**config.mk**
```make
export PLATFORM = sky130hd
export DESIGN_NAME = siso_burst_ctrl_flat
export DESIGN_NICKNAME = d
export VERILOG_FILES = /design/src/rtl/siso_burst_ctrl_if.sv /design/src/rtl/siso_burst_ctrl.sv /design/src/flat_wrapper.sv
export SDC_FILE = /design/constraint.sdc
export NUM_CORES = 1
export LEC_CHECK = 0
export BUFFER_PORTS_ARGS = -buffer_cell sky130_fd_sc_hd__buf_2
export CORE_AREA = 5 5 42 44
export CTS_CLUSTER_DIAMETER = 120
export DETAILED_ROUTE_END_ITERATION = 10
export DIE_AREA = 0 0 47 49
export HOLD_SLACK_MARGIN = 0.06
export SLEW_MARGIN = 10
export SYNTH_ARGS = -nofsm -noshare
export SYNTH_HDL_FRONTEND = slang
export SYNTH_SLANG_ARGS = --single-unit
```
**constraint.sdc**
```tcl
create_clock -name clk -period 1.8 [get_ports clk]
set_clock_uncertainty 0.15 [all_clocks]
set_input_delay 0.36 -clock clk [delete_from_list [all_inputs] [get_ports clk]]
set_output_delay 0.36 -clock clk [all_outputs]
set_load 0.02 [all_outputs]
```
**src/rtl/siso_burst_ctrl_if.sv**
```systemverilog
// siso_burst_ctrl_if
//   Handshake/bus bundle between a frame-level requester and siso_burst_ctrl.
//
//   Requester -> controller : start, din (and abort when SISO_BURST_ABORT_EN
//                             is defined)
//   Controller -> requester : dout, out_valid, shift_en, busy, done, state[1:0]
//
//   Modports:
//     master : the requester / link side (drives start, din, abort)
//     slave  : the burst controller
//
//   Build option: SISO_BURST_ABORT_EN adds the abort request line.
interface siso_burst_ctrl_if;
  logic       start;
  logic       din;
`ifdef SISO_BURST_ABORT_EN
  logic       abort;
`endif
  logic       dout;
  logic       out_valid;
  logic       shift_en;
  logic       busy;
  logic       done;
  logic [1:0] state;

`ifdef SISO_BURST_ABORT_EN
  modport master (output start, din, abort,
                  input  dout, out_valid, shift_en, busy, done, state);
  modport slave  (input  start, din, abort,
                  output dout, out_valid, shift_en, busy, done, state);
`else
  modport master (output start, din,
                  input  dout, out_valid, shift_en, busy, done, state);
  modport slave  (input  start, din,
                  output dout, out_valid, shift_en, busy, done, state);
`endif
endinterface

```
**src/rtl/siso_burst_ctrl.sv**
```systemverilog
// siso_burst_ctrl
//   Burst sequencer around a WIDTH-bit serial-in/serial-out shift lane.
//   One accepted start runs: capture WIDTH bits from din, freeze for HOLD
//   cycles, drain the captured bits first-in-first-out on dout, pulse done.
//
//   Parameters:
//     WIDTH : lane length in bits (2..255)
//     HOLD  : hold window in clock cycles (1..255)
//
//   Ports:
//     clk : rising-edge clock
//     rst : asynchronous active-low reset
//     bus : siso_burst_ctrl_if.slave
//             start     in  burst request, only looked at in IDLE
//             din       in  serial data, taken on SHIFT_IN edges
//             abort     in  (SISO_BURST_ABORT_EN only) cancel a running burst
//             dout      out sreg[WIDTH-1]
//             out_valid out high while draining
//             shift_en  out high while the lane shifts (capture or drain)
//             busy      out high in every state but IDLE
//             done      out one-cycle end-of-burst pulse
//             state     out IDLE=0 SHIFT_IN=1 HOLD=2 SHIFT_OUT=3 (DONE reads 0)
//
//   Build option: define SISO_BURST_ABORT_EN to enable the abort input.
//   All outputs come from registers or decoded registered state.
module siso_burst_ctrl #(
  parameter int WIDTH = 4,
  parameter int HOLD  = 4
) (
  input logic              clk,
  input logic              rst,
  siso_burst_ctrl_if.slave bus
);

  localparam int CNT_MAX = (WIDTH > HOLD) ? WIDTH : HOLD;
  localparam int CW      = $clog2(CNT_MAX + 1);
  localparam logic [CW-1:0] W_LAST = CW'(WIDTH - 1);
  localparam logic [CW-1:0] H_LAST = CW'(HOLD - 1);

  typedef enum logic [2:0] {
    S_IDLE,
    S_SHIFT_IN,
    S_HOLD,
    S_SHIFT_OUT,
    S_DONE
  } state_t;

  state_t           state_reg, state_next;
  logic [WIDTH-1:0] sreg_reg, sreg_next;
  logic [CW-1:0]    cnt_reg, cnt_next;

  logic             abort_hit;
  logic             shift_fill;
  logic [WIDTH-1:0] sreg_shifted;

  logic       out_valid_dec;
  logic       shift_en_dec;
  logic       busy_dec;
  logic       done_dec;
  logic [1:0] state_code;

`ifdef SISO_BURST_ABORT_EN
  assign abort_hit = bus.abort;
`else
  assign abort_hit = 1'b0;
`endif

  // Capture shifts din in at the bottom; drain shifts zeros in, which is
  // why the lane is all-zero again once a burst completes.
  assign shift_fill      = (state_reg == S_SHIFT_IN) ? bus.din : 1'b0;
  assign sreg_shifted[0] = shift_fill;

  generate
    genvar gi;
    for (gi = 1; gi < WIDTH; gi++) begin : g_shift
      assign sreg_shifted[gi] = sreg_reg[gi-1];
    end
  endgenerate

  // State and datapath registers
  always_ff @(posedge clk or negedge rst) begin
    if (!rst) begin
      state_reg <= S_IDLE;
      sreg_reg  <= '0;
      cnt_reg   <= '0;
    end else begin
      state_reg <= state_next;
      sreg_reg  <= sreg_next;
      cnt_reg   <= cnt_next;
    end
  end

  // Next-state and datapath update
  always_comb begin
    state_next = state_reg;
    sreg_next  = sreg_reg;
    cnt_next   = cnt_reg;

    case (state_reg)
      S_IDLE: begin
        if (bus.start) begin
          state_next = S_SHIFT_IN;
          cnt_next   = '0;
        end
      end
      S_SHIFT_IN: begin
        sreg_next = sreg_shifted;
        if (cnt_reg == W_LAST) begin
          state_next = S_HOLD;
          cnt_next   = '0;
        end else begin
          cnt_next = cnt_reg + 1'b1;
        end
      end
      S_HOLD: begin
        if (cnt_reg == H_LAST) begin
          state_next = S_SHIFT_OUT;
          cnt_next   = '0;
        end else begin
          cnt_next = cnt_reg + 1'b1;
        end
      end
      S_SHIFT_OUT: begin
        sreg_next = sreg_shifted;
        if (cnt_reg == W_LAST) begin
          state_next = S_DONE;
          cnt_next   = '0;
        end else begin
          cnt_next = cnt_reg + 1'b1;
        end
      end
      S_DONE: begin
        // start seen here is dropped, not queued
        state_next = S_IDLE;
      end
      default: begin
        state_next = S_IDLE;
      end
    endcase

    // Abort overrides every other transition, but only mid-burst
    if (abort_hit && ((state_reg == S_SHIFT_IN) ||
                      (state_reg == S_HOLD) ||
                      (state_reg == S_SHIFT_OUT))) begin
      state_next = S_IDLE;
      sreg_next  = '0;
      cnt_next   = '0;
    end
  end

  // Output decode from registered state
  always_comb begin
    out_valid_dec = 1'b0;
    shift_en_dec  = 1'b0;
    busy_dec      = 1'b1;
    done_dec      = 1'b0;
    state_code    = 2'd0;

    case (state_reg)
      S_IDLE: begin
        busy_dec = 1'b0;
      end
      S_SHIFT_IN: begin
        shift_en_dec = 1'b1;
        state_code   = 2'd1;
      end
      S_HOLD: begin
        state_code = 2'd2;
      end
      S_SHIFT_OUT: begin
        shift_en_dec  = 1'b1;
        out_valid_dec = 1'b1;
        state_code    = 2'd3;
      end
      S_DONE: begin
        // DONE is reported as code 0, distinguished by done
        done_dec = 1'b1;
      end
      default: begin
        busy_dec = 1'b0;
      end
    endcase
  end

  assign bus.dout      = sreg_reg[WIDTH-1];
  assign bus.out_valid = out_valid_dec;
  assign bus.shift_en  = shift_en_dec;
  assign bus.busy      = busy_dec;
  assign bus.done      = done_dec;
  assign bus.state     = state_code;

endmodule

```
**src/flat_wrapper.sv**
```systemverilog
// flat-port wrapper written by rule: the top's interface ports become plain ports
module siso_burst_ctrl_flat 
#(
  parameter int WIDTH = 4,
  parameter int HOLD  = 4
)
  (clk, rst, bus_start, bus_din, bus_dout, bus_out_valid, bus_shift_en, bus_busy, bus_done, bus_state);
  siso_burst_ctrl_if bus_i ();
  input logic clk;
  input logic rst;
  input wire logic [$bits(bus_i.start)-1:0] bus_start;
  input wire logic [$bits(bus_i.din)-1:0] bus_din;
  output wire logic [$bits(bus_i.dout)-1:0] bus_dout;
  output wire logic [$bits(bus_i.out_valid)-1:0] bus_out_valid;
  output wire logic [$bits(bus_i.shift_en)-1:0] bus_shift_en;
  output wire logic [$bits(bus_i.busy)-1:0] bus_busy;
  output wire logic [$bits(bus_i.done)-1:0] bus_done;
  output wire logic [$bits(bus_i.state)-1:0] bus_state;
  assign bus_i.start = bus_start;
  assign bus_i.din = bus_din;
  assign bus_dout = bus_i.dout;
  assign bus_out_valid = bus_i.out_valid;
  assign bus_shift_en = bus_i.shift_en;
  assign bus_busy = bus_i.busy;
  assign bus_done = bus_i.done;
  assign bus_state = bus_i.state;
  siso_burst_ctrl #(.WIDTH(WIDTH), .HOLD(HOLD)) u_core (.clk(clk), .rst(rst), .bus(bus_i));
endmodule
```
# After elaboration in Yosys (flattened, before gate mapping)

Cells that the tools add are included.

Register bits: 10
Bits of input ports: 4

Reduce and logical (&&, ||, !) cells: 7
Add/subtract/negate cells: 1
Equal/unequal tests: 9
Multiplexer cells: 14

Operators with widths:

| operator                                              | number |
|---|---|
| 2-to-1 mux 3 bit                                      | 6 |
| case mux 3 bit (4 select lines)                       | 1 |
| == test 3 x 2 -> 1 bit, second input constant         | 3 |
| case mux 2 bit (3 select lines)                       | 1 |
| case mux 3 bit (2 select lines)                       | 1 |
| 2-to-1 mux 1 bit                                      | 5 |
| inequality test 2 x 1 -> 1 bit, second input constant | 2 |
| inequality test 2 bit, second input constant          | 2 |
| AND reduction 4 bit                                   | 1 |
| OR reduction 4 bit                                    | 1 |
| adder 3 x 1 -> 3 bit, second input constant           | 1 |
| == test 3 x 1 -> 1 bit, second input constant         | 1 |
| == test 3 bit, second input constant                  | 1 |
| logical NOT 3 bit                                     | 1 |
| OR reduction 3 bit                                    | 1 |
| AND reduction 2 bit                                   | 1 |
| nonzero test 2 bit                                    | 1 |
| OR reduction 2 bit                                    | 1 |

# Longest topological paths before layout

Word-level depth: 4
Mapped depth: 4

# Worst setup path before layout

OpenSTA, ideal clock, no wires.

Path kind: reg2out
From: register u_core.state_reg[1]
To: output bus_out_valid
Data arrival time: 1.077 ns
Path buffers: 0
Setup slack: 0.213 ns
Required time: 1.290 ns
Stages on the path, launching flop included: 4
Cell sequence: dfrtp_1 -> inv_2 -> nor2_1 -> and2_1

Longest elaborated chain between the ends: 2

Ends and longest elaborated chain:

| item                     | RTL line               | source |
|---|---|---|
| start: declaration       | siso_burst_ctrl.sv:48  | `state_t state_reg, state_next;` |
| start signal: assignment | siso_burst_ctrl.sv:87  | `state_reg <= state_next;` |
| == test 3 x 2 -> 1 bit   | -                      |  |
| 2-to-1 mux 1 bit         | siso_burst_ctrl.sv:159 | `case (state_reg)` |
| end: declaration         | flat_wrapper.sv:14     | `output wire logic [$bits(bus_i.out_valid)-1:0] bus_out_valid;` |

No other way between the ends.

# Worst setup path after layout

From: register u_core.state_reg[0]
To: output bus_busy

Longest elaborated chain between the ends: 3
Elaborated cells on any way between the ends: 6
Those cells by class: eq/ne (4); mux (1); reduce/logical (1)

Ends and longest elaborated chain:

| item                                        | RTL line               | source |
|---|---|---|
| == test 3 bit, or another cell as far along | siso_burst_ctrl.sv:159 |  |
| OR reduction 4 bit (no source line) *       | -                      |  |
| 2-to-1 mux 1 bit *                          | siso_burst_ctrl.sv:159 |  |
| end: declaration                            | flat_wrapper.sv:16     | `output wire logic [$bits(bus_i.busy)-1:0] bus_busy;` |

Mark *: on every way between the ends. The rest lies on a longest branch, timed or not.

==> flow_metrics.tcl <==
set metrics [dict create \
    relSlewSlack_pct 82.28 \
    min_path_cells 2 \
    worst_slew_pin_slew_ns 0.2624 \
    swShare_pct 38.48 \
    synth_cell_types 24 \
    antenna_found_initial 0 \
    drc_errors 0 \
    finalHoldViolCount 0 \
    grt_pass1_wl_um 1462 \
    synth_nets 47 \
    p_int_uw 700.6 \
    yosysTopAreaCell "dfrtp_1" \
    die_h_um 49 \
    power_frac_clock_pct 17.6 \
    fin_util_pct 43.13 \
    max-vdd-ir-drop_mv 0.7887 \
    synth_area_leaders "dfrtp_1 (51%), mux2_4 (9.2%), o41ai_1 (3.6%)" \
    wire_per_inst_um 12.39 \
    gpl.final_weighted_congestion 0.7287 \
    hold_path_class "primary input to flop" \
    fillers 148 \
    ys_seq_elements 10 \
    dr.pass1.iters 4 \
    die_area_sq_mm 0.002303 \
    whs_ns 0.1746 \
    grt_max_degree 12 \
    dieWidth_um 47 \
    dp_slack_ns 0.2982 \
    maxCapViolations 0 \
    start_kind "flop" \
    worst_slack_ns 0.08096 \
    multi_input_area_sq_um 217.7 \
    seq_area_frac_synth_pct 50.89 \
    leakagePower_nw 0.2855 \
    start_util_pct 35.09 \
    synthCells 42 \
    htreeDepth 1 \
    avgSynthCellArea_sq_um 11.71 \
    dpl.cell_count 66 \
    grt_use_total_pct 9.084 \
    numCtsBuffers 3 \
    stdcell_count 71 \
    vias 356 \
    placed_cell_area_sq_um 546.8 \
    fin_crit_sh_pct 95.50 \
    drive_gt1_share_pct 41.82 \
    min_period_ns 1.719 \
    coreArea_sq_mm 0.001401 \
    syn_area_sq_um 491.7 \
    largest_reg_flops 4 \
    p_switching_uw 438.3 \
    r2r-start "u_core.cnt_reg[0]" \
    design_area_sq_um 604.3 \
    r2r_end "u_core.state_reg[0]" \
    status "finished clean" \
    dpl.hpwl_um 626.7 \
    fin_setup_tns_ns 0 \
    p_comb_share_pct 47.7 \
    cts_tree "done" \
    grt_pass1_vias 344 \
    synth_top_area_share_pct 50.89 \
    final_common_cell "buf_2" \
    cp.required_ns 1.29 \
    path_class "flop to output port" \
    final_max_slew_viol_count 0 \
    cts.reportedPaths.clkPinSlew_ns 0.07 \
    ff_latch_area_sq_um 252.7 \
    gr-total-overflow 0 \
    power_density_mw_per_mm2 1885 \
    antenna_cells 0 \
    detail_route.vias_per_cell 5.014 \
    top_level_ports 11 \
    yosys_warnings 0 \
    portBuffers 10 \
    insertion_delay_ns 0.26 \
    cts_sinks 10 \
    postRouteAntennaNets 0 \
    min_from "bus_din" \
    critPathArrivalTime_ns 1.21 \
    power_mw 1.139 \
    post_cts_buffers 0 \
    fin_nets 61 \
    layout_common_cells "buf_2 (9), dfrtp_1 (8), mux2_4 (3), clkbuf_4 (3)" \
    cp_max_fo 7 \
    r2r.worst_path.cells 3 \
    root_buffer "clkbuf_4" \
    cts.path.max_buffers 2 \
    drt_iter0_markers 10 \
    whs_endpoint "u_core.sreg_reg[0]" \
    reg2reg_slack_ns 0.43 \
    power_frac_seq_pct 34.8 \
    end_kind "output port" \
    setup_violations 0 \
    area_delta_synth_final_pct 22.90 \
    row_count 14 \
    max_freq_mhz 581.7 \
    drt-total-wl_um 880 \
]
[critical path: stages, from the launching register on]
cell	delay [ns]
dfrtp_2	0.45
nor2_4	0.18
xnor2_1	0.13
buf_2	0.18
[cells in the mapped netlist, drive strengths merged]
cell,count
nor2b,1
buf,2
dfrtp,10
a21oi,1
and2b,2
o21ai,2
inv,2
xnor2,2
ha,1
nand3b,1
mux2i,1
nor2,3
and2,2
nor3,2
o41ai,2
mux2,3
nand2,1
o21a,1
clkbuf,1
a221oi,1
a31o,1
[cell type report]
class                      count  share of cell area (%)
inverter                       2                   1.242
clock buffer                   4                   6.004
timing repair buffer          12                   11.59
sequential                    10                   41.82
tap                           16                   3.313
multi-input combinational     27                   36.02
[cell families (layout without fill, tap and decap cells)]
kind of cell | after synthesis | count (layout) | share of synthesized area (%)
xor+xnor | 2 | 2 | 3.563
compound gates | 8 | 8 | 11.71
buf+inv | 5 | 18 | 6.105
flops | 10 | 10 | 50.89
simple gates | 12 | 12 | 14.00
mux | 4 | 4 | 11.20
fa+ha+maj | 1 | 1 | 2.544
[how the worst max path moves through the flow]
stage,start,to,slack [ns],cells past startpoint
2_1_floorplan,u_core.state_reg[1],bus_out_valid,0.21,3
3_3_place_gp,u_core.state_reg[0],bus_shift_en,0.31,2
3_5_place_dp,u_core.state_reg[0],bus_busy,0.30,3
4_1_cts,u_core.state_reg[0],bus_busy,-0.008,3
5_1_grt,u_core.state_reg[0],bus_busy,-0.00003,3
6_report,u_core.state_reg[0],bus_busy,0.08,3
[layer usage]
layer  share of wire [%]  wire [um]  global-route usage, %  vias to the layer above
met5                   0          0                      0                        -
met4                 1.6         14                  4.147                        0
met3                  11        101                  5.535                        2
met2                  47        412                  13.35                       14
met1                  40        351                  10.14                      169
li1                    -          -                      -                      171
[power groups by stage]
stage | Clock, mW | Combinational [mW] | Sequential [mW]
4_1_cts | 0.211 | 0.537 | 0.384
5_1_grt | 0.220 | 0.599 | 0.406
3_3_place_gp | 0 | 0.531 | 0.385
3_5_place_dp | 0 | 0.535 | 0.387
2_1_floorplan | 0 | 0.442 | 0.384
6_report | 0.200 | 0.543 | 0.396
[repair_timing]
action	CTS	global route
hold buffers	1	0
pin swaps	0	0
resized for setup	0	5
endpoints found under the setup margin	1	5
hold endpoints to repair	10	0
(Power assumes the default switching activity.)
